==> src/rtl/fact_accel.sv <==
// fact_accel: bus-mapped factorial engine.
// Software writes n, pokes GO, polls STATUS and then reads RESULT.
// The product is built by multiplying down from n, one factor per clock.
module fact_accel #(
    parameter int          N_W   = 4,
    parameter int unsigned N_MAX = 12
) (
    input  logic        clk,
    input  logic        rst,
    input  logic        we,
    input  logic [1:0]  a,
    input  logic [31:0] wd,
    output logic [31:0] rd
);

    typedef enum logic {
        IDLE,
        CALC
    } state_t;

    state_t          state;
    logic [N_W-1:0]  n;
    logic [N_W-1:0]  cnt;
    logic [31:0]     prod;
    logic [31:0]     result;
    logic            done;
    logic            err;
    logic            busy;
    logic            go_write;

    assign busy     = (state == CALC);
    assign go_write = we && (a == 2'd1) && wd[0];

    // Operand register, the start/compute FSM and the sticky status flags.
    // The FSM only ever reads n when it starts; cnt is its private copy.
    always_ff @(posedge clk) begin
        if (rst) begin
            state  <= IDLE;
            n      <= '0;
            cnt    <= '0;
            prod   <= 32'd1;
            result <= 32'd0;
            done   <= 1'b0;
            err    <= 1'b0;
        end else begin
            if (we && (a == 2'd0)) begin
                n <= wd[N_W-1:0];
            end
            case (state)
                IDLE: begin
                    if (go_write) begin
                        if (32'(n) > N_MAX) begin
                            err    <= 1'b1;
                            done   <= 1'b1;
                            result <= 32'd0;
                        end else begin
                            state <= CALC;
                            cnt   <= n;
                            prod  <= 32'd1;
                            done  <= 1'b0;
                            err   <= 1'b0;
                        end
                    end
                end
                CALC: begin
                    if (cnt > N_W'(1)) begin
                        prod <= prod * 32'(cnt);
                        cnt  <= cnt - N_W'(1);
                    end else begin
                        result <= prod;
                        done   <= 1'b1;
                        state  <= IDLE;
                    end
                end
                default: state <= IDLE;
            endcase
        end
    end

    // Read mux straight off the registers so software sees the current state.
    always_comb begin
        rd = 32'd0;
        case (a)
            2'd0:    rd = 32'(n);
            2'd1:    rd = {31'b0, busy};
            2'd2:    rd = {30'b0, err, done};
            default: rd = result;
        endcase
    end

endmodule

==> config.mk <==
export PLATFORM = sky130hd
export DESIGN_NAME = fact_accel
export DESIGN_NICKNAME = d
export VERILOG_FILES = /design/src/rtl/fact_accel.sv
export SDC_FILE = /design/constraint.sdc
export NUM_CORES = 1
export LEC_CHECK = 0
export CAP_MARGIN = 5
export CORE_ASPECT_RATIO = 0.5
export CORE_MARGIN = 5
export CORE_UTILIZATION = 59
export DETAILED_ROUTE_END_ITERATION = 6
export GPL_TIMING_DRIVEN = 1
export PLACE_DENSITY = 0.88
export SLEW_MARGIN = 20
export SYNTH_ARGS = -nofsm -noshare
export SYNTH_HDL_FRONTEND = slang
export SYNTH_SLANG_ARGS = --single-unit
==> constraint.sdc <==
create_clock -name clk -period 4.4 [get_ports clk]
set_input_delay 1.32 -clock clk [delete_from_list [all_inputs] [get_ports clk]]
set_output_delay 1.32 -clock clk [all_outputs]
set_load 0.005 [all_outputs]
* After elaboration in Yosys (flattened, before gate mapping)
Index checks and enable logic that the tools add are counted.
Word-level totals: word-level logic and storage cells 48, output and inout bits 32, register bits 75, input bits 37
Operators by class: muxes and demuxes 21, $add $sub $neg 1, reduce and logical (&&, ||, !) cells 8, order comparisons 2, bitwise logic cells 1, equal/unequal tests 7, $mul 1
Operators with widths (number):
- $mux 32 | 6
- $pmux 32 s2 | 2
- $pmux 32 s3 | 1
- $mul 32x4->32 | 1
- $mux 4 | 3
- $ne 2x2->1 const B | 4
- $pmux 4 s2 | 1
- $mux 1 | 6
- $reduce_and 3->1 | 2
- $gt 4x1->1 const B | 1
- $gt 4x4->1 const B | 1
- $pmux 1 s2 | 2
- $reduce_and 2->1 | 2
- $sub 4x1->4 const B | 1
- $logic_and 1x1->1 | 3
- $eq 2x1->1 const B | 1
- $eq 2x2->1 const B | 1
- $logic_not 2->1 | 1
- $ne 2x1->1 const B | 1
- $not 1->1 | 1

* Longest topological paths before layout
Gate-level depths: netlist of run 1.
word-level depth 5, mapped depth 16, depth with buffers taken out 13

* Worst setup path before layout of run 1
OpenSTA, ideal clock, no wires.
path type register to register, start register cnt[3], end register prod[29], cell stages (with the launch flop) 16, path buffers 2, arrival time 3.839 ns, setup slack 0.434 ns, required time 4.273 ns, period minus slack after synthesis 3.966 ns, library setup time 0.127 ns, cells stage by stage dfxtp_1 -> clkbuf_1 -> clkbuf_1 -> and2_1 -> fa_1 -> inv_1 -> fa_1 -> inv_1 -> ha_1 -> and4_4 -> a311o_1 -> o32a_2 -> o21ai_2 -> or3_1 -> a211oi_1 -> or3b_1
Between the ends: word-level cells in the longest chain between the ends 3, elaborated cells on any way between the ends 6, classes of those cells mul: 1; order compare: 1; eq/ne: 1; mux: 2; reduce/logical: 1
Ends and longest elaborated chain:
- start: declaration | RTL line 23 | logic [N_W-1:0] cnt;
- start signal: assignment | RTL line 58 | cnt <= n;
- start signal: assignment | RTL line 68 | cnt <= cnt - N_W'(1);
- $mul 32x4->32 / $gt 4x1->1 (equally long branches) | RTL line 67, 66
- $mux 32 / $ne 2x1->1 (equally long branches)
- $pmux 32 s2 / $reduce_and 3->1 (equally long branches)
- end signal: assignment | RTL line 67 | prod <= prod * 32'(cnt);
- end: declaration | RTL line 24 | logic [31:0] prod;
Parallel ways exist; a longest one is shown, timed or not. The select of a mux whose other input is x is not followed. A chain may end at the register's enable or synchronous reset.

* Worst setup path after layout of run 1
start input port a[0], end output port rd[2]
Between the ends: word-level cells in the longest chain between the ends 2, elaborated cells on any way between the ends 4, classes of those cells eq/ne: 2; mux: 1; reduce/logical: 1
Ends and longest elaborated chain:
- start: declaration | RTL line 11 | input logic [1:0] a,
- $eq 2x2->1 (tied with other cells) | RTL line 83 | case (a)
- $pmux 32 s3 (*) | RTL line 83
- end: declaration | RTL line 13 | output logic [31:0] rd
Mark *: on every way between the ends. The rest lies on a longest branch, timed or not.

==> results.txt, run 1 <==
Total power for the finished layout comes to 1.508 mW. Setup repair after global routing left no endpoint under its margin. The number of buffers created by CTS came out at 9. The die covers 0.01413 sq mm. The number of hold violations in the final report was 0.

The insertion delay to the later sink of the worst-skew pair came out at 0.34 ns. The final-layout setup total negative slack came out at 0 ns. The register bit count reported by yosys came out at 75.

The worst-case IR drop observed on VDD is 0.0001661 V. Together, buffers and inverters on the worst path number 3. The run finished with clean final reports. After synthesis, the cell types taking the most area are sky130_fd_sc_hd__dfxtp_1 22%, sky130_fd_sc_hd__fa_1 16%, sky130_fd_sc_hd__and2_1 8.4%.

The clock tree skew after final layout came out at 0.003729 ns. The kind of start point of the critical path is an input port. In this run the worst hold path is classified as flop to flop.

The number of global-route vias before repair is 6271. The largest driver fanout on the critical path is 32. The footprint of the multi-input gates is 0.004757 sq mm. Among all flip-flop cells after synthesis, the most frequent one is sky130_fd_sc_hd__dfxtp_1. The share of post-route cells with drive strength above 1 is 6.362%.

The part of the power in registers came out at 45.4%. The synthesized net count came out at 994. The first global-routing pass estimated 30100 microns of wire.

The remaining antenna violation count is 0. The floorplan has 27 rows. The maximum single-stage delay on the critical path came out at 0.50 ns. Setup slack on the critical path of the routed design comes to 0.1761 ns. The final weighted congestion in routability-driven placement is 0.9940. The share of total power dissipated in the clock network is 51.2%. The final layout net count is 1019. Yosys printed 0 warnings. In this run the power density over the cells is 193.4 mW/mm^2. The DRC violation total after the first TritonRoute iteration is 595. The maximum number of pins on one net before global-route repair came out at 38.

The worst relative slew slack is 54.11%. The setup-violating endpoint count in the final report is 0. The initial antenna violation count is 0. The analysis attributes to cell leakage a power of 3.563 nW. The final global-route overflow total is 0. The footprint of the flip-flops and latches is 0.001504 sq mm. The post-place setup slack came out at 0.1873 ns. The top achievable clock speed is 0.2367 GHz. Combinational logic is responsible for 3.4% of the overall power. Compared with the post-synthesis result, the final layout area differs by 12.67%.

The combined global-route utilization of all metal layers is 26.05%. The post-synthesis cell area came out at 0.006920 sq mm. The top-level I/O count is 69. The required arrival time at the worst endpoint came out at 3.08 ns. For this configuration, the core starts out at a cell density of 61.70%. Counting the fill cells in the layout gives 831.

The total length of routed wires came out at 17810 microns. The longest clock path from root to sink contains 2 buffers. The most common cell after layout, fill and taps aside is sky130_fd_sc_hd__inv_1.

The smallest hold slack is 0.4860 ns. Among cell families on the critical path, the largest total delay comes from buffers and inverters. The slew at the pin with the worst max-slew slack is 0.6874 ns. Dividing the detail-routed via count by the number of cells gives 5.948. The proportion of register bits with asynchronous set or reset after synthesis is 0%.

The count of vias placed by the detailed router came out at 6275. The most common cell type on the critical path is sky130_fd_sc_hd__clkdlybuf4s50_1. The number of pins with negative max-slew slack in the final report is 0.

The post-detailed-route wirelength per cell came out at 16.88 microns. The synthesized design spends more area on one cell type than any other, namely sky130_fd_sc_hd__dfxtp_1. Across the run, the number of max-cap violations was 0. The kind of capture point of the worst setup path is a primary output. The post-route fraction of the period consumed by the critical path is 96.00%. The endpoint arrival time on the critical path came out at 2.90 ns. The core area came out at 0.01122 sq mm. The final cell count without fillers came out at 1055. The clock-pin slew reported for the worst setup and hold paths after clock tree synthesis came out at 0.06 ns. The number of setup buffers added after CTS is 0. The slowest stage of the critical path is the sky130_fd_sc_hd__clkdlybuf4s50_1 cell.

The mean instance size in the synthesized netlist came out at 7.991 sq um. The area fraction of the dominant cell type after synthesis is 21.70%. The switching part of the total power is 22.39%.

The clock tree synthesis step divided the H-tree into 3 levels. CTS saw 75 sinks. The final period demand of the worst path came out at 4.224 ns. The TritonCTS clock tree is built. In the layout the commonest cells are 118 x sky130_fd_sc_hd__inv_1, 93 x sky130_fd_sc_hd__and2_1, 82 x sky130_fd_sc_hd__nor2_1. The gate count of the mapped netlist came out at 866. The die is 163.2 microns wide. The internal portion of the total power is 1.170 mW. The number of distinct library cells after synthesis came out at 60.

Input and output buffers added on the ports amount to 40. The antenna diode instance count came out at 0. The root cell of the clock tree is sky130_fd_sc_hd__clkbuf_16.

The net switching power came out at 337.6 uW. The worst setup path is of the input port to primary output kind. The count of unresolved DRC violations after routing is 0.

Summing the sequential cell areas from Yosys gives 21.70% of the chip area. The count of hold buffers inserted by post-cts repair came out at 0. Counting flops with a built-in enable in the synthesized netlist gives 0.

Walking the worst path, the cells encountered are clkdlybuf4s50_1 -> buf_12 -> nor2_1 -> a22o_1 -> clkdlybuf4s50_1. The HPWL after detailed placement is 13220 microns. In this run, placement finished with an instance count of 1039. The pre-antenna-repair detailed-routing pass consisted of 5 iterations. The height of the die is 86.58 microns.
==> cells by family (layout without fill, tap and decap cells) <==
logic type               after synthesis  count (layout)  synth area share [%]
AO/OA/AOI/OAI                        180             180                 17.54
XOR/XNOR                              24              24                 3.038
adder cells (fa/ha/maj)               91              91                 22.64
buffers and inverters                167             197                 9.727
flip-flops                            75              75                 21.70
multiplexers                          10              10                 1.663
AND/OR/NAND/NOR                      319             319                 23.70
==> cells in the mapped netlist (all sizes together) (2+ instances only) <==
cell,n
a211o,2
a211oi,8
a21o,12
a21oi,31
a22o,4
a22oi,49
a32o,2
and2,93
and3,29
buf,2
clkbuf,47
dfxtp,75
fa,57
ha,34
inv,118
mux2,2
mux2i,7
nand2,65
nand2b,3
nand3,13
nand3b,4
nand4,6
nor2,82
nor2b,3
nor3,5
nor3b,5
nor4,3
o211ai,5
o21a,7
o21ai,42
o21bai,5
o22ai,2
or3,4
xnor2,15
xor2,9
==> repair_timing <==
| item | CTS | global route |
|---|---|---|
| gates resized for setup | 0 | 2 |
| setup endpoints to repair | 0 | 5 |
| hold endpoints to repair | 0 | 0 |
==> layout make-up <==
cell class / instances / share of cell area, %
well taps: 159 / 2.551
clock buffers: 11 / 3.241
flip-flops and latches: 75 / 19.29
repair buffers: 63 / 7.445
multi-input cells: 624 / 61.01
inverters: 118 / 5.680
clock inverters: 5 / 0.7863
==> worst reg2reg max path, cell delays in order (launching register included) <==
cell and delay (ns):
sky130_fd_sc_hd__dfxtp_1 0.49, sky130_fd_sc_hd__buf_4 0.28, sky130_fd_sc_hd__and2_1 0.17, sky130_fd_sc_hd__fa_1 0.47
sky130_fd_sc_hd__inv_1 0.05, sky130_fd_sc_hd__fa_1 0.54, sky130_fd_sc_hd__inv_1 0.05, sky130_fd_sc_hd__ha_1 0.38
sky130_fd_sc_hd__a21oi_1 0.29, sky130_fd_sc_hd__o21ai_1 0.14, sky130_fd_sc_hd__a221o_1 0.34, sky130_fd_sc_hd__a21oi_1 0.17
sky130_fd_sc_hd__o221a_2 0.23, sky130_fd_sc_hd__a211oi_1 0.06, sky130_fd_sc_hd__or3b_1 0.35
==> through the flow <==
stage               util, %  area, sq um
floorplan                 -         6920
global placement      66.70         7481
detailed placement    66.70         7481
CTS                   69.50         7795
global route          69.52         7797
finish                69.52         7797
==> flip-flops by register name, indices dropped and copies added, names as in the netlist <==
name	flops
done	1
result	32
err	1
prod	32
cnt	4
n	4
busy	1
==> power by group through the flow <==
stage	Combinational (mW)	Clock (mW)	Sequential (mW)
after floorplan	0.0286	0	0.697
after global placement	0.0486	0	0.699
after detailed placement	0.0501	0	0.699
after CTS	0.0503	0.773	0.684
after global routing	0.0552	0.807	0.684
final	0.0515	0.772	0.684
==> path summary, 6_finish.rpt <==
kind / from / to / slack, ns / depth (start not counted)
worst max register to register: cnt[1] / prod[29] / 0.27 / 14
worst min register to register: done / done / 0.49 / 2
worst min-delay path: done / done / 0.49 / 2
worst max-delay path: a[0] / rd[2] / 0.18 / 5
==> layer usage <==
metal | vias to the layer above | wire length, microns | GRT usage [%]
li1 | 2907 | - | -
met1 | 3050 | 7790 | 34.36
met2 | 268 | 8251 | 42.86
met3 | 50 | 1346 | 5.558
met4 | 0 | 421 | 9.285
met5 | - | 0 | 0
Note: power is estimated with default switching activity, not from simulation.
==> run 2, diff against run 1 <==
Settings changed: SKIP_LAST_GASP from default to 1.
==> results of run 2 <==
Final layout, timing and power as in run 1 (identical DEF).
